--- config.mk ---
export PLATFORM = sky130hd
export DESIGN_NAME = intwb_btb_update_arb
export DESIGN_NICKNAME = d
export VERILOG_FILES = /design/src/rtl/intwb_btb_update_arb.sv
export SDC_FILE = /design/constraint.sdc
export NUM_CORES = 1
export LEC_CHECK = 0
export CAP_MARGIN = 25
export CORE_MARGIN = 5
export CORE_UTILIZATION = 50
export DETAILED_ROUTE_END_ITERATION = 8
export PLACE_DENSITY_LB_ADDON = 0.3
export SYNTH_ARGS = -nofsm -noshare
export SYNTH_HDL_FRONTEND = slang
export SYNTH_SLANG_ARGS = --single-unit
--- constraint.sdc ---
create_clock -name clock -period 10.1 [get_ports clock]
set_input_delay 1.01 -clock clock [delete_from_list [all_inputs] [get_ports clock]]
set_output_delay 1.01 -clock clock [all_outputs]
set_load 0.01 [all_outputs]
--- src/rtl/intwb_btb_update_arb.sv ---
// BTB SRAM port arbiter: frontend prediction reads vs. queued BTB update writes
// coming from the integer writeback stage. Updates are buffered in an in-order
// FIFO and drained on idle read cycles, or forced in when the FIFO is full or
// the head entry has lost arbitration for too long.
module intwb_btb_update_arb #(
    parameter int DEPTH        = 4,
    parameter int STARVE_LIMIT = 8,
    parameter int IDX_W        = 9,
    parameter int DATA_W       = 129
) (
    input  logic                       clock,
    input  logic                       reset_n,
    input  logic                       intwb_bjusb_btb_ce,
    input  logic                       intwb_bjusb_btb_we,
    input  logic [DATA_W-1:0]          intwb_bjusb_btb_wmask,
    input  logic [IDX_W-1:0]           intwb_bjusb_btb_write_index,
    input  logic [DATA_W-1:0]          intwb_bjusb_btb_din,
    input  logic                       fe_btb_rd_req,
    input  logic [IDX_W-1:0]           fe_btb_rd_index,
    output logic                       fe_btb_rd_grant,
    output logic                       btb_ce,
    output logic                       btb_we,
    output logic [DATA_W-1:0]          btb_wmask,
    output logic [IDX_W-1:0]           btb_index,
    output logic [DATA_W-1:0]          btb_din,
    output logic                       upd_pending,
    output logic [$clog2(DEPTH+1)-1:0] upd_count
);

    localparam int PTR_W = $clog2(DEPTH);
    localparam int CNT_W = $clog2(DEPTH+1);

    logic [IDX_W-1:0]  fifo_index [DEPTH];
    logic [DATA_W-1:0] fifo_mask  [DEPTH];
    logic [DATA_W-1:0] fifo_data  [DEPTH];

    logic [PTR_W-1:0] wr_ptr;
    logic [PTR_W-1:0] rd_ptr;
    logic [CNT_W-1:0] count;
    logic [7:0]       starve_cnt;

    logic push;
    logic pop;
    logic not_empty;
    logic full;
    logic starved;
    logic write_sel;

    assign push      = intwb_bjusb_btb_ce && intwb_bjusb_btb_we;
    assign not_empty = (count != '0);
    assign full      = (count == CNT_W'(DEPTH));
    assign starved   = (starve_cnt >= 8'(STARVE_LIMIT));
    // A full FIFO always wins the port, so a push at full is matched by a pop
    // and no update is ever dropped.
    assign write_sel = not_empty && (!fe_btb_rd_req || full || starved);
    assign pop       = write_sel;

    assign fe_btb_rd_grant = fe_btb_rd_req && !write_sel;
    assign upd_pending     = not_empty;
    assign upd_count       = count;

    // Steer the single SRAM port to the FIFO head, the frontend read, or idle.
    always_comb begin
        btb_ce    = 1'b0;
        btb_we    = 1'b0;
        btb_index = '0;
        btb_wmask = '0;
        btb_din   = '0;
        if (write_sel) begin
            btb_ce    = 1'b1;
            btb_we    = 1'b1;
            btb_index = fifo_index[rd_ptr];
            btb_wmask = fifo_mask[rd_ptr];
            btb_din   = fifo_data[rd_ptr];
        end else if (fe_btb_rd_req) begin
            btb_ce    = 1'b1;
            btb_index = fe_btb_rd_index;
        end
    end

    // FIFO storage needs no reset; only the pointers/count define validity.
    always_ff @(posedge clock) begin
        if (push) begin
            fifo_index[wr_ptr] <= intwb_bjusb_btb_write_index;
            fifo_mask[wr_ptr]  <= intwb_bjusb_btb_wmask;
            fifo_data[wr_ptr]  <= intwb_bjusb_btb_din;
        end
    end

    // Pointer and occupancy tracking; pointers wrap naturally since DEPTH is a power of two.
    always_ff @(posedge clock or negedge reset_n) begin
        if (!reset_n) begin
            wr_ptr <= '0;
            rd_ptr <= '0;
            count  <= '0;
        end else begin
            if (push) begin
                wr_ptr <= wr_ptr + PTR_W'(1);
            end
            if (pop) begin
                rd_ptr <= rd_ptr + PTR_W'(1);
            end
            count <= count + CNT_W'(push) - CNT_W'(pop);
        end
    end

    // Count consecutive cycles the head entry lost to a frontend read.
    always_ff @(posedge clock or negedge reset_n) begin
        if (!reset_n) begin
            starve_cnt <= '0;
        end else if (!not_empty || write_sel) begin
            starve_cnt <= '0;
        end else if (fe_btb_rd_req && starve_cnt != 8'hFF) begin
            starve_cnt <= starve_cnt + 8'd1;
        end
    end

    // An accepted push at full must always be paired with a pop.
    push_at_full_without_pop : assert property (
        @(posedge clock) disable iff (!reset_n) !(push && full && !pop)
    );

endmodule

==> run metrics <==
remaining antenna violation count=0; crit path DAT=4.37 ns; Tot GR Track Use=19.4%; Placed Area=between 40,000 and 50,000 um^2; die area=between 80,000 and 90,000 um^2; Site Rows=about 110; Port-buffer cells=about 550; hold_ws=0.534 ns; core area=81,700 um^2; Finished Core Util=between 60% and 70%; Initial Util=50.2%; crit path kind=flop to output pin; Design Area, Final=51,200 um^2; global placement routability congestion=approximately 0.78; final setup TNS=0 ns; commonest cells after routing, fill and taps aside=edfxtp_1, clkdlybuf4s50_1, mux4_2, nor2b_1, clkbuf_16; Yosys Warn Count=0; # IOs=between 500 and 600; Buf/Inv on CP=3; CTS sink cnt=between 1,000 and 1,500; Longest Clk Path Bufs=3; outcome=completed; 1st-iter DRT viols=1,175; Final Cycle Share=53.3%; total CTS buffers=~110; Max Cap Viol=0; DP Wirelength=roughly 53 mm; Max Slew Vio Count=0; Mapped Avg Cell Area=approximately 23 um^2; die width=just under 300 um; fill count=between 5,000 and 6,000; most common cell after layout, fill and taps aside=edfxtp_1; Sequential Power Share=between 30% and 40%; Layout Skew=0.0197 ns; antenna violations before repair=22; sw frac=roughly 28%; final worst slack=roughly 4.7 ns; Worst Hold Class=flop to flop; setup slack, reg-to-reg=~6.4 ns; final setup fails=0; Worst VDD drop=between 0.3 and 0.4 mV; clock share of power=about a quarter; Mapped Cells=around 1,800; clk slew on worst S/H paths=0.06 ns; postcts setup bufs=0; largest net degree at the start of global routing=174; switching power=between 4 and 5 mW; Post-Place Setup Slack=between 4 and 5 ns; CP endpoint kind=output pin; final hold violation count=0; number of hold buffers added after cts=0; post-synthesis register bit count=~1,100; share of layout cells above drive strength 1=about 18%; 1st-pass router iterations=5; synth unique cells=31; drt drc=0; reg-to-reg critical path startpoint=starve_cnt[6]$_DFFE_PN0P_; Area Overhead vs Synth=24.9%; CP max stage delay=~0.8 ns; Worst EP required=about 9.1 ns; sequential element share of the synthesized area=around four fifths; CP max-delay cell=buf_4; via count=19,300; cell count of the worst reg-to-reg path=10; post-CTS resize count=0; gr ovfl total=0; PD cells=about 280 nW/um^2; Worst-Margin Slew=between 1 and 1.5 ns; leak pwr=between 15 and 20 nW; root buf cell=clkbuf_16; synthesized cell area=approximately 41,000 um^2; Combinational Power Share=roughly a third; number of global-route vias before repair=just over 20,000; fin crit period=roughly 5.4 ns; nets=approximately 2,700; die height=just under 300 um; WL/cell=24.6 um; cells along the critical path=buf_12, buf_4, mux4_2, nor2b_1, clkdlybuf4s50_1; CTS tree=done; WL final=roughly 87 mm; clk_lat worst skew=roughly 0.66 ns; worst r2r dst=upd_count[2]$_DFF_PN0_; fmax=~190 MHz; Worst slew margin=about 25%; Worst Setup EP=btb_wmask[28]; cell family with most CP delay=buffers and inverters; RSZ-0062 raised after global routing=no; Int Pwr=just over 10 mW; first-pass GRT wire length=about 130 mm; worst-path maximum fanout=between 100 and 150; beginning of the critical path=rd_ptr[0]$_DFFE_PN0P_; vias per cell=roughly 5.4; startpoint types=flop; Crit. path cell count=5; H-tree depth=3
## power by group through the flow
stage / Clock, mW / Combinational [mW] / Sequential (mW)
3_5_place_dp: 0 / 5.14 / 5.72
6_report: 3.79 / 5.05 / 5.62
4_1_cts: 3.88 / 5.17 / 5.62
3_3_place_gp: 0 / 5.14 / 5.68
2_1_floorplan: 0 / 2.78 / 5.73
5_1_grt: 4.08 / 5.38 / 5.65
## cells in the mapped netlist
cell type / instances / area [um^2]
inv_1: 18 / 67.6
or4_4: 1 / 11.3
xor2_1: 2 / 17.5
and2_1: 1 / 6.26
buf_2: 46 / 230
mux2i_1: 9 / 90.1
a21oi_1: 1 / 5.00
nor2_1: 2 / 7.51
nand3_1: 2 / 10.0
and4_1: 1 / 8.76
ha_1: 8 / 100
o31ai_4: 1 / 21.3
xnor2_1: 4 / 35.0
buf_4: 1 / 7.51
a31oi_1: 2 / 12.5
fa_1: 1 / 20.0
o311ai_0: 1 / 8.76
mux2_2: 1 / 11.3
nand2b_1: 1 / 6.26
nor2b_1: 258 / 1610
nand4_1: 1 / 6.26
dfrtp_1: 15 / 375
or3_1: 2 / 12.5
or2_2: 1 / 6.26
mux4_2: 267 / 6010
nand2_1: 11 / 41.3
buf_1: 12 / 45.0
and3_1: 4 / 25.0
edfxtp_1: 1068 / 32100
conb_1: 1 / 3.75
clkbuf_1: 31 / 116
## layout make-up
cell class              instances  area, um^2  share of cell area [%]
clock buffers                 132        2840                    5.54
diodes                         20        50.0                  0.0977
clock inverters                63         559                    1.09
inverters                      18        67.6                   0.132
repair buffers                573        5790                    11.3
well taps                    1070        1340                    2.61
multi-input cells             586        8130                    15.9
flip-flops and latches       1083       32500                    63.4
## stage by stage
step | power, mW | cells
6_report | 14.4 | 3545
5_1_grt | 15.1 | 3540
4_1_cts | 14.7 | 3525
3_5_place_dp | 10.9 | 3330
3_3_place_gp | 10.8 | 3330
2_1_floorplan | 8.51 | 1777
## worst min-delay path by stage
stage | startpoint | end | slack [ns] | depth (start not counted)
3_5_place_dp | starve_cnt[0]$_DFFE_PN0P_ | starve_cnt[0]$_DFFE_PN0P_ | 0.53 | 1
6_report | starve_cnt[0]$_DFFE_PN0P_ | starve_cnt[0]$_DFFE_PN0P_ | 0.53 | 1
2_1_floorplan | starve_cnt[0]$_DFFE_PN0P_ | starve_cnt[0]$_DFFE_PN0P_ | 0.49 | 1
3_3_place_gp | starve_cnt[0]$_DFFE_PN0P_ | starve_cnt[0]$_DFFE_PN0P_ | 0.51 | 1
4_1_cts | starve_cnt[0]$_DFFE_PN0P_ | starve_cnt[0]$_DFFE_PN0P_ | 0.53 | 1
5_1_grt | wr_ptr[0]$_DFFE_PN0P_ | wr_ptr[0]$_DFFE_PN0P_ | 0.57 | 1
## metal layers
metal  vias to the layer above  wire [um]  GRT usage [%]
met5                         -         52              0
met2                       574      47500           34.3
met3                       133       5250           4.14
met1                     10100      32400           24.0
li1                       8485          -              -
met4                         8       2210           6.68
## logic make-up (layout without fill, tap and decap cells)
group | Yosys count | after routing | share of synthesized area, %
buffers and inverters | 108 | 786 | 1.14
adders and majority gates | 9 | 9 | 0.293
other | 1 | 24 | 0.00914
DFF | 1083 | 1083 | 79.1
AOI/OAI and AO/OA | 5 | 5 | 0.116
xor gates and xnor gates | 6 | 6 | 0.128
muxes | 277 | 277 | 14.9
and+or+nand+nor | 285 | 285 | 4.28
## sequential cells by signal (all words and copies together), names as in the netlist
signal,count
fifo_data,516
fifo_index,36
fifo_mask,516
rd_ptr,2
starve_cnt,8
upd_count,3
wr_ptr,2
No activity file was read; power rests on OpenSTA's default activity.
